--- config.mk ---
export PLATFORM = sky130hd
export DESIGN_NAME = screen_sequencer
export DESIGN_NICKNAME = d
export VERILOG_FILES = /design/src/rtl/screen_pkg.sv /design/src/rtl/rgb_fader.sv /design/src/rtl/screen_sequencer.sv
export SDC_FILE = /design/constraint.sdc
export NUM_CORES = 1
export LEC_CHECK = 0
export ABC_AREA = 1
export BUFFER_PORTS_ARGS = -buffer_cell sky130_fd_sc_hd__buf_2
export CELL_PAD_IN_SITES_DETAIL_PLACEMENT = 1
export CELL_PAD_IN_SITES_GLOBAL_PLACEMENT = 2
export CORE_MARGIN = 5
export CORE_UTILIZATION = 33
export CTS_CLUSTER_DIAMETER = 150
export DETAILED_ROUTE_END_ITERATION = 16
export PLACE_DENSITY_LB_ADDON = 0.1
export SYNTH_ARGS = -nofsm -noshare
export SYNTH_HDL_FRONTEND = slang
export SYNTH_HIERARCHICAL = 1
export SYNTH_SLANG_ARGS = --single-unit
--- constraint.sdc ---
create_clock -name clk -period 4.4 [get_ports clk]
set_input_delay 0.22 -clock clk [delete_from_list [all_inputs] [get_ports clk]]
set_output_delay 0.22 -clock clk [all_outputs]
set_load 0.02 [all_outputs]
--- src/rtl/screen_pkg.sv ---
// ---------------------------------------------------------------------------
// screen_pkg
//   Shared types and constants for the poker display screen sequencer:
//   the screen/FSM state enumeration, the full-brightness fade level, the
//   default keyboard keycodes and the per-channel fade scaling helper.
// ---------------------------------------------------------------------------
package screen_pkg;

    // START and TABLE are the two steady screens. FADE_OUT dims the current
    // screen to black, and FADE_IN brightens the destination screen.
    typedef enum logic [1:0] {
        START    = 2'd0,
        FADE_OUT = 2'd1,
        FADE_IN  = 2'd2,
        TABLE    = 2'd3
    } screen_t;

    // Fade levels run 0..16, so 16/16 is an exact pass-through.
    localparam logic [4:0] FULL_LEVEL = 5'd16;

    localparam logic [7:0] KEY_ENTER_DEFAULT = 8'h28;
    localparam logic [7:0] KEY_ESC_DEFAULT   = 8'h29;

    // (c * level) >> 4. The widest product is 15 * 16 = 240, which fits in
    // 8 bits, so the shifted result always fits back into a 4-bit channel.
    function automatic logic [3:0] scale_channel(input logic [3:0] c,
                                                 input logic [4:0] level);
        logic [7:0] product;
        product = 8'(c) * 8'(level);
        return 4'(product >> 4);
    endfunction

endpackage

--- src/rtl/rgb_fader.sv ---
// ---------------------------------------------------------------------------
// rgb_fader
//   Purely combinational brightness scaler for one 12-bit RGB pixel.
//   Ports:
//     color_i  [11:0]  input colour {R[3:0], G[3:0], B[3:0]}
//     level_i  [4:0]   brightness 0..16 (0 = black, 16 = unchanged)
//     color_o  [11:0]  scaled colour, same packing as color_i
// ---------------------------------------------------------------------------
module rgb_fader
    import screen_pkg::*;
(
    input  logic [11:0] color_i,
    input  logic [4:0]  level_i,
    output logic [11:0] color_o
);

    assign color_o = {scale_channel(color_i[11:8], level_i),
                      scale_channel(color_i[7:4],  level_i),
                      scale_channel(color_i[3:0],  level_i)};

endmodule

--- src/rtl/screen_sequencer.sv ---
// ---------------------------------------------------------------------------
// screen_sequencer
//   Top-level screen controller for the poker display. It sequences the
//   start screen, a frame-timed fade through black, and the game table
//   screen. Enter starts a game and Esc returns to the start screen. The
//   block picks which renderer's colour reaches the VGA pins, dims that
//   colour during fades, blinks the start text and pulses new_game.
//   Ports:
//     clk                      pixel/system clock
//     reset_n                  asynchronous active-low reset
//     vsync                    VGA vsync (active low), synchronous to clk
//     keycode  [7:0]           current keyboard keycode, 8'h00 = none
//     start_r/g/b [3:0]        start-screen renderer colour
//     table_r/g/b [3:0]        table-screen renderer colour
//     Red/Green/Blue [3:0]     colour driven to the VGA output
//     screen_sel               0 = start renderer selected, 1 = table
//     blink_on                 start-text enable
//     new_game                 one-cycle pulse when the table is first shown
// ---------------------------------------------------------------------------
module screen_sequencer
    import screen_pkg::*;
#(
    parameter int         FADE_STEP_FRAMES = 2,
    parameter int         BLINK_FRAMES     = 30,
    parameter logic [7:0] KEY_ENTER        = KEY_ENTER_DEFAULT,
    parameter logic [7:0] KEY_ESC          = KEY_ESC_DEFAULT
) (
    input  logic       clk,
    input  logic       reset_n,
    input  logic       vsync,
    input  logic [7:0] keycode,
    input  logic [3:0] start_r,
    input  logic [3:0] start_g,
    input  logic [3:0] start_b,
    input  logic [3:0] table_r,
    input  logic [3:0] table_g,
    input  logic [3:0] table_b,
    output logic [3:0] Red,
    output logic [3:0] Green,
    output logic [3:0] Blue,
    output logic       screen_sel,
    output logic       blink_on,
    output logic       new_game
);

    // Counter widths never drop below one bit, so a period of 1 stays legal.
    localparam int STEP_W  = (FADE_STEP_FRAMES > 1) ? $clog2(FADE_STEP_FRAMES) : 1;
    localparam int BLINK_W = (BLINK_FRAMES > 1)     ? $clog2(BLINK_FRAMES)     : 1;

    localparam logic [STEP_W-1:0]  STEP_LAST  = STEP_W'(FADE_STEP_FRAMES - 1);
    localparam logic [BLINK_W-1:0] BLINK_LAST = BLINK_W'(BLINK_FRAMES - 1);

    // ---------------------------------------------------------------------
    // Registered state
    // ---------------------------------------------------------------------
    screen_t            state_q;
    screen_t            dest_q;
    logic [4:0]         level_q;
    logic [STEP_W-1:0]  step_cnt_q;
    logic [BLINK_W-1:0] blink_cnt_q;
    logic               blink_on_q;
    logic               new_game_q;
    logic               screen_sel_q;
    logic               vsync_q;
    logic [7:0]         keycode_q;

    // ---------------------------------------------------------------------
    // Edge detectors
    // ---------------------------------------------------------------------
    logic frame_tick;
    logic enter_evt;
    logic esc_evt;
    logic step_last;

    // A frame starts on the falling edge of the active-low vsync.
    assign frame_tick = vsync_q & ~vsync;

    // Keys fire only on the cycle the code first appears. A held key cannot
    // re-fire until the code changes, and presses made during a fade are
    // simply dropped because the registered keycode keeps tracking.
    assign enter_evt  = (keycode == KEY_ENTER) && (keycode_q != KEY_ENTER);
    assign esc_evt    = (keycode == KEY_ESC)   && (keycode_q != KEY_ESC);

    assign step_last  = (step_cnt_q == STEP_LAST);

    // ---------------------------------------------------------------------
    // Sequencer FSM, counters and registered outputs
    // ---------------------------------------------------------------------
    // NOTE: every register in this block uses non-blocking assignment, so
    // each branch sees the pre-edge value of every other register.
    always_ff @(posedge clk or negedge reset_n) begin
        if (!reset_n) begin
            state_q      <= START;
            dest_q       <= START;
            level_q      <= FULL_LEVEL;
            step_cnt_q   <= '0;
            blink_cnt_q  <= '0;
            blink_on_q   <= 1'b1;
            new_game_q   <= 1'b0;
            screen_sel_q <= 1'b0;
            vsync_q      <= 1'b1;
            keycode_q    <= 8'h00;
        end else begin
            vsync_q    <= vsync;
            keycode_q  <= keycode;
            new_game_q <= 1'b0;

            case (state_q)
                START: begin
                    // A key press takes priority over the blink timer.
                    if (enter_evt) begin
                        state_q    <= FADE_OUT;
                        dest_q     <= TABLE;
                        step_cnt_q <= '0;
                    end else if (frame_tick) begin
                        if (blink_cnt_q == BLINK_LAST) begin
                            blink_cnt_q <= '0;
                            blink_on_q  <= ~blink_on_q;
                        end else begin
                            blink_cnt_q <= blink_cnt_q + BLINK_W'(1);
                        end
                    end
                end

                TABLE: begin
                    if (esc_evt) begin
                        state_q    <= FADE_OUT;
                        dest_q     <= START;
                        step_cnt_q <= '0;
                    end
                end

                FADE_OUT: begin
                    if (frame_tick) begin
                        if (step_last) begin
                            step_cnt_q <= '0;
                            level_q    <= level_q - 5'd1;
                            // Reaching black swaps the renderer while the
                            // screen is dark, then the fade reverses.
                            if (level_q == 5'd1) begin
                                state_q      <= FADE_IN;
                                screen_sel_q <= (dest_q == TABLE);
                                new_game_q   <= (dest_q == TABLE);
                            end
                        end else begin
                            step_cnt_q <= step_cnt_q + STEP_W'(1);
                        end
                    end
                end

                FADE_IN: begin
                    if (frame_tick) begin
                        if (step_last) begin
                            step_cnt_q <= '0;
                            level_q    <= level_q + 5'd1;
                            if (level_q == FULL_LEVEL - 5'd1) begin
                                state_q <= dest_q;
                                // The start text always reappears lit, with
                                // a full blink period ahead of it. The table
                                // screen keeps blink_on high.
                                blink_on_q  <= 1'b1;
                                blink_cnt_q <= '0;
                            end
                        end else begin
                            step_cnt_q <= step_cnt_q + STEP_W'(1);
                        end
                    end
                end

                default: begin
                    state_q <= START;
                end
            endcase
        end
    end

    // ---------------------------------------------------------------------
    // Colour path: combinational, so pixels see no added latency
    // ---------------------------------------------------------------------
    logic [11:0] colour_sel;
    logic [11:0] colour_out;

    assign colour_sel = screen_sel_q ? {table_r, table_g, table_b}
                                     : {start_r, start_g, start_b};

    rgb_fader u_fader (
        .color_i (colour_sel),
        .level_i (level_q),
        .color_o (colour_out)
    );

    assign Red        = colour_out[11:8];
    assign Green      = colour_out[7:4];
    assign Blue       = colour_out[3:0];
    assign screen_sel = screen_sel_q;
    assign blink_on   = blink_on_q;
    assign new_game   = new_game_q;

endmodule

==> metrics.yaml, run 1 <==
drt:
  antenna_left: 0
  drtIter0Drc: 96
  drt-pass1-iter-count: 4
  wirelength_um: 7530
  highest_layer: "met4"
  avgRoutedWirePerCell_um: 11.8
  wl_met3_um: 169
  wl_met1_um: 3660
  drc: 0
  wl_met2_um: 3660
  via_per_inst: 4.43
  vias: 2832
worst_setup_path:
  crit_start: "screen_sel"
  critPathMaxStageDelay_ps: 680
  crit_chain: "mux2_2 -> nand2_1 -> inv_1 -> fa_1 -> inv_1 -> fa_1 -> inv_1 -> ha_1 -> a21oi_1 -> o21a_1 -> nand2_1 -> nand2_1 -> nand2_1 -> buf_2"
  r2r_setup_slack_ps: 2320
  crit_family: "adder cells"
  cp_slowest_cell: "dfrtp_1"
  r2r_start: "level_q[1]"
  end_kind: "output pin"
  crit_path_frequent_cell: "nand2_1"
  crit_buf_inv: 4
  timing.rr.end: "state_q[1]"
  worstPathRequired_ps: 4180
  crit_cells: 14
  cp-start-kind: "register"
  arrival_ps: 3730
  crit_type: "register to output pin"
  reg2regPathDepth: 10
  endpoint: "Blue[3]"
  worstPathMaxFanout: 14
timing:
  period_minus_slack_ps: 3950
  worstMarginPinSlew_ps: 645
  hold_violations: 0
  fin_setup_tns_ps: 0
  rsz0062_at_grt: "false"
  setup_ws_ps: 447
  setup_violations: 0
  slew_violations: 0
  fmax_mhz: 253
  finalCritPeriodShare_pct: 89.9
  maxSlewHeadroom_pct: 57.0
  finClkSkew_ps: 12.6
  worst_hold_slack_ps: 35.3
place:
  dp_hpwl_um: 6330
  pre_cts_ws_ps: 719
  io_buffers: 49
  place_congestion: 0.736
grt:
  grt_pass1_vias: 2943
  track_usage_pct: 13.4
  antenna_found_initial: 0
  grt_pass1_wl_um: 13300
  grt_overflow_total: 0
  grt_max_degree: 27
clock_network:
  clk_latency_ps: 280
  cts.sinks: 26
  cts_hold_buf: 1
  cts_resized: 0
  cts_tree: "done"
  path_clk_slew_ps: 100
  post-cts-setup-buffers: 0
  cts-root-buf: "clkbuf_8"
  cts_buffers: 3
  h-tree-depth: 1
  clockBufferDepth: 2
floorplanning:
  core_area_um2: 9730
  start_util_pct: 33.6
  die_w_um: 109
  num_rows: 36
  die_y_um: 109
  pin_count: 50
  die_area_um2: 12000
flow_run:
  cap_violations: 0
synthesis:
  synth_cell_types: 32
  seq_area_frac_synth_pct: 20.0
  synth_edf_count: 0
  async_flop_share_pct: 100
  synthFlopType: "dfrtp_1"
  synth-seq-cells: 26
  avgSynthCellArea_um2: 7.12
  synth_warnings: 6
  syn_nets: 546
  syn_inst: 459
  syn_area_um2: 3270
layout:
  final_nets: 594
  fill_cells: 1301
  drive_above_1_share_pct: 19.2
  antennaDiodeCount: 0
  synthToLayoutAreaGrowth_pct: 13.1
power:
  leakage_nw: 2.27
  ir_drop_mv: 0.334
  cellPowerDensity_nw_per_um2: 736
worst_hold_path:
  hp-class: "input pin to register"
status:
  outcome: "finished, final reports clean"
## power breakdown
group	switching (mW)	total (mW)	internal [mW]
logic	1.30	2.08	0.779
clock network	0.0809	0.161	0.0802
registers	0.168	0.482	0.314
total	1.55	2.72	1.17
## registers in the layout, summed over array words and instances (netlist names)
name and count:
blink_cnt_q 5, keycode_q 8, blink_on 1, screen_sel 1, dest_q 1, vsync_q 1
level_q 5, new_game 1, step_cnt_q 1, state_q 2
## Yosys cell counts, types with 7 or more instances
master | number | area share, %
mux2_2 | 12 | 4.1
a21oi_1 | 12 | 1.8
nand3_1 | 21 | 3.2
nor2_1 | 20 | 2.3
dfrtp_1 | 23 | 18
ha_1 | 37 | 14
nand2_2 | 7 | 1.3
nand2_1 | 140 | 16
inv_1 | 101 | 12
fa_1 | 15 | 9.2
nand4_1 | 8 | 1.5
xor2_1 | 12 | 3.2
## worst min path at each step
| stage | startpoint | cells after the start | end | slack, ps |
|---|---|---|---|---|
| after floorplan | reset_n | 0 | blink_cnt_q[0] | -80 |
| after global placement | reset_n | 1 | step_cnt_q | 270 |
| after detailed placement | reset_n | 1 | step_cnt_q | 280 |
| after CTS | vsync | 1 | vsync_q | 20 |
| after global routing | vsync | 1 | vsync_q | 20 |
| final | vsync | 1 | vsync_q | 40 |
## through the flow
stage               power (mW)  instances  utilization (%)  cell area, µm²
floorplan                 2.07        459                -            3270
global placement          2.57        634             37.3            3630
detailed placement        2.62        634             37.3            3630
CTS                       2.79        639             38.0            3700
global route              3.09        639             38.0            3700
finish                    2.72        639             38.0            3700
## kinds of logic (layout without fill, tap and decap cells)
logic type,after synthesis,after routing,synth area share [%]
compound gates,29,29,5.09
xor+xnor,16,16,4.29
fa+ha+maj,52,52,23.4
buf+inv,110,157,13.4
flops,26,26,20.0
mux,12,12,4.14
simple gates,214,214,29.7
## per-layer routing
| layer | up-vias | global-route usage (%) |
|---|---|---|
| met3 | 4 | 1.76 |
| met1 | 1324 | 18.0 |
| li1 | 1480 | - |
| met2 | 24 | 23.4 |
| met5 | - | 0 |
| met4 | 0 | 2.14 |
## layout make-up
type	instances	area, µm²	share of cell area, %
well taps	133	166	4.50
multi-input cells	323	2180	58.9
clock buffers	4	55.1	1.49
inverters	103	389	10.5
flip-flops and latches	26	654	17.7
repair buffers	50	255	6.91
## layout by cell type (no fill, tap or decap), types with 8 or more instances in the layout
master | synthesis | final
nand3_1 | 21 | 21
nand2_1 | 140 | 140
mux2_2 | 12 | 12
dfrtp_1 | 23 | 23
inv_1 | 101 | 101
a21oi_1 | 12 | 12
nor2_1 | 20 | 20
nand4_1 | 8 | 8
buf_2 | 2 | 49
ha_1 | 37 | 37
fa_1 | 15 | 15
xor2_1 | 12 | 12
Power figures use the tool's default switching activity.
==> run 2: changes to the inputs <==
ABC_AREA = not set   (was 1)
CORE_UTILIZATION = 35   (was 33)
==> run 2 against run 1 <==
Non-clock buffer count unchanged. Critical path depth down 2. Clock power down 4%. Register-to-register slack worse by 170 ps. Design area down 11%. Combinational power down 9%. Sequential power down 7.9%. Synthesized cell count down 33%. Area after synthesis down 12%. Power down 8.1%. First-iteration DRC count down 63%. Largest cell class unchanged. Highest routed layer unchanged.
==> metrics.yaml, run 2 <==
place:
  io_buffers: 49  # unchanged
  place_congestion: 0.731  # -0.65%
  pre_cts_ws_ps: 546  # -172 ps
  dp_hpwl_um: 5300  # -16%
worst_setup_path:
  crit_type: "register to output pin"
  worstPathMaxFanout: 14  # unchanged
  reg2regPathDepth: 7  # -3
  cp-start-kind: "register"
  crit_chain: "mux2_2 -> and2_1 -> fa_1 -> inv_1 -> fa_1 -> inv_1 -> ha_1 -> a21oi_1 -> o21ai_0 -> a41oi_1 -> xnor2_1 -> buf_2"
  arrival_ps: 3890  # +160 ps
  worstPathRequired_ps: 4180  # about the same
  cp_slowest_cell: "dfrtp_1"
  critPathMaxStageDelay_ps: 700  # +20 ps
  end_kind: "output pin"
synthesis:
  syn_inst: 309  # -33%
  synth_common_cells: "ha_1 (37), nand2_1 (34), and2_1 (33)"
  synth_top_area_share_pct: 19.9  # +2.3 points
  synthFlopType: "dfrtp_1"
  synth-seq-cells: 26  # unchanged
  synth_edf_count: 0  # unchanged
  synth_cell_types: 52  # +63%
  async_flop_share_pct: 100  # unchanged
  avgSynthCellArea_um2: 9.35  # +31%
  syn_nets: 396  # -27%
  netlist_top_cells_area: "dfrtp_1 (20%), ha_1 (16%), fa_1 (10%), and2_1 (7.1%), mux2_2 (5.1%)"
  seq_area_frac_synth_pct: 22.7  # +2.6 points
  syn_area_um2: 2890  # -12%
  synth_warnings: 6  # unchanged
  yosysTopAreaCell: "dfrtp_1"
  synth.most_common_cell: "ha_1"
clock_network:
  cts_resized: 0  # unchanged
  cts_hold_buf: 1  # unchanged
  cts.sinks: 26  # unchanged
  cts_tree: "done"
  h-tree-depth: 1  # unchanged
  clockBufferDepth: 2  # unchanged
  clk_latency_ps: 270  # about the same
  cts_buffers: 3  # unchanged
  path_clk_slew_ps: 90  # about the same
  post-cts-setup-buffers: 0  # unchanged
  cts-root-buf: "clkbuf_8"
status:
  outcome: "finished, final reports clean"
drt:
  drtIter0Drc: 36  # -63%
  avgRoutedWirePerCell_um: 14.3  # +21%
  via_per_inst: 4.99  # +13%
  antenna_left: 0  # unchanged
  drc: 0  # unchanged
  drt-pass1-iter-count: 4  # unchanged
  wirelength_um: 6600  # -12%
  vias: 2299  # -19%
layout:
  mostFrequentLayoutCells: "buf_2 (49), ha_1 (37), nand2_1 (34)"
  antennaDiodeCount: 0  # unchanged
  max_flop_register: "keycode_q"
  final_nets: 444  # -25%
  top_regs: "keycode_q x8, blink_cnt_q x5, level_q x5"
  drive_above_1_share_pct: 24.4  # +5.3 points
  largest_register_ffs: 8  # unchanged
  finish.utilization_pct: 40.5  # +2.6 points
  final_common_cell: "buf_2"
  synthToLayoutAreaGrowth_pct: 14.2
  fill_cells: 976  # -25%
power:
  p_int_mw: 1.17  # about the same
  combPwrFrac_pct: 76.1  # -0.3 points
  leakage_nw: 1.65  # -27%
  ir_drop_mv: 0.323  # -3.4%
  cellPowerDensity_nw_per_um2: 758  # +3.0%
  total_power_mw: 2.50  # -8.1%
  pwr-share-clk_pct: 6.2  # +0.3 points
  power_frac_seq_pct: 17.7  # about the same
  p_sw_share_pct: 53.1  # -3.8 points
  p_sw_mw: 1.33  # -14%
timing:
  setup_violations: 0  # unchanged
  rsz0062_at_grt: "false"
  fin_setup_tns_ps: 0  # unchanged
  worstMarginPinSlew_ps: 587  # -58.1 ps
  fmax_mhz: 244  # -3.7%
  worst_hold_slack_ps: 55.8  # +20.5 ps
  period_minus_slack_ps: 4110  # +153 ps
  slew_violations: 0  # unchanged
  hold_violations: 0  # unchanged
  finalCritPeriodShare_pct: 93.3  # +3.5 points
  finClkSkew_ps: 3.00  # -9.63 ps
  setup_ws_ps: 293  # -153 ps
  maxSlewHeadroom_pct: 60.9  # +3.9 points
grt:
  grt_pass1_vias: 2432  # -17%
  track_usage_pct: 14.1  # +0.67 points
  grt_pass1_wl_um: 11700  # -12%
  antenna_found_initial: 0  # unchanged
  grt_overflow_total: 0  # unchanged
  grt_max_degree: 27  # unchanged
flow_run:
  cap_violations: 0  # unchanged
worst_hold_path:
  hp-class: "input pin to register"
  min_path_cells: 1  # unchanged
floorplanning:
  die_y_um: 101  # -7.9%
  die_w_um: 101  # -7.9%
  num_rows: 33  # -8.3%
  core_area_um2: 8130  # -16%
  die_area_um2: 10200  # -15%
  start_util_pct: 35.5  # +1.9 points
  pin_count: 50  # unchanged
[run 2: cell types whose count changed after synthesis, sizes merged, moves of 5 or more]
cell   delta
nand2   -116
inv      -75
and2     +33
nand3    -25
nor2     -18
xnor2     +7
nor3b     +5
[run 2: final cells by class]
cell class                      count  area (µm²)  share of cell area, %
Sequential cell                    26         654                   19.8
Timing Repair Buffer               50         255                   7.74
Multi-Input combinational cell    248        2100                   63.6
Inverter                           28         105                   3.19
Tap cell                          105         131                   3.98
Clock buffer                        4        55.1                   1.67
[run 2: kinds of logic after synthesis]
| group | count (synthesis) | synth area share (%) |
|---|---|---|
| simple gates | 106 | 20.5 |
| xor+xnor | 23 | 6.98 |
| buf+inv | 35 | 4.72 |
| mux | 16 | 6.11 |
| fa+ha+maj | 52 | 26.4 |
| compound gates | 51 | 12.6 |
| flops | 26 | 22.7 |
[run 2: metal layers]
metal | vias to the layer above | global-route usage [%] | part of all wire, %
met5 | - | 0 | 0
met4 | 0 | 2.80 | 0.92
met3 | 5 | 2.42 | 4.7
met2 | 37 | 24.8 | 48
met1 | 1111 | 18.1 | 46
li1 | 1146 | - | -
[run 2: worst max-delay path, delay by kind of cell, from the launching register on]
family / cells / cell delay [ps]
adders and majority gates: 3 / 1410
muxes: 1 / 430
DFF: 1 / 700
and+or+nand+nor: 1 / 190
buffers and inverters: 3 / 270
xor gates and xnor gates: 1 / 140
AOI/OAI and AO/OA: 3 / 470
[run 2: path summary, 6_finish.rpt]
kind / startpoint / endpoint / slack [ps]
worst max register to register: level_q[1] / blink_cnt_q[0] / 2150
max in group asynchronous: reset_n / blink_cnt_q[3] / 3540
worst min register to register: blink_cnt_q[4] / blink_cnt_q[4] / 480
worst max-delay path: screen_sel / Red[3] / 290
min in group asynchronous: reset_n / keycode_q[1] / 470
worst min-delay path: keycode[3] / keycode_q[3] / 60
[run 2: power by group through the flow]
stage / Sequential [mW] / Combinational [mW] / Clock, mW
finish: 0.444 / 1.90 / 0.155
global placement: 0.453 / 1.93 / 0
CTS: 0.450 / 1.96 / 0.167
floorplan: 0.373 / 1.51 / 0
detailed placement: 0.453 / 1.94 / 0
global route: 0.468 / 2.17 / 0.176
[run 2: stage by stage]
| stage | cell area (µm²) | instances |
|---|---|---|
| 2_1_floorplan | 2890 | 309 |
| 3_3_place_gp | 3230 | 456 |
| 3_5_place_dp | 3230 | 456 |
| 4_1_cts | 3300 | 461 |
| 5_1_grt | 3300 | 461 |
| 6_report | 3300 | 461 |
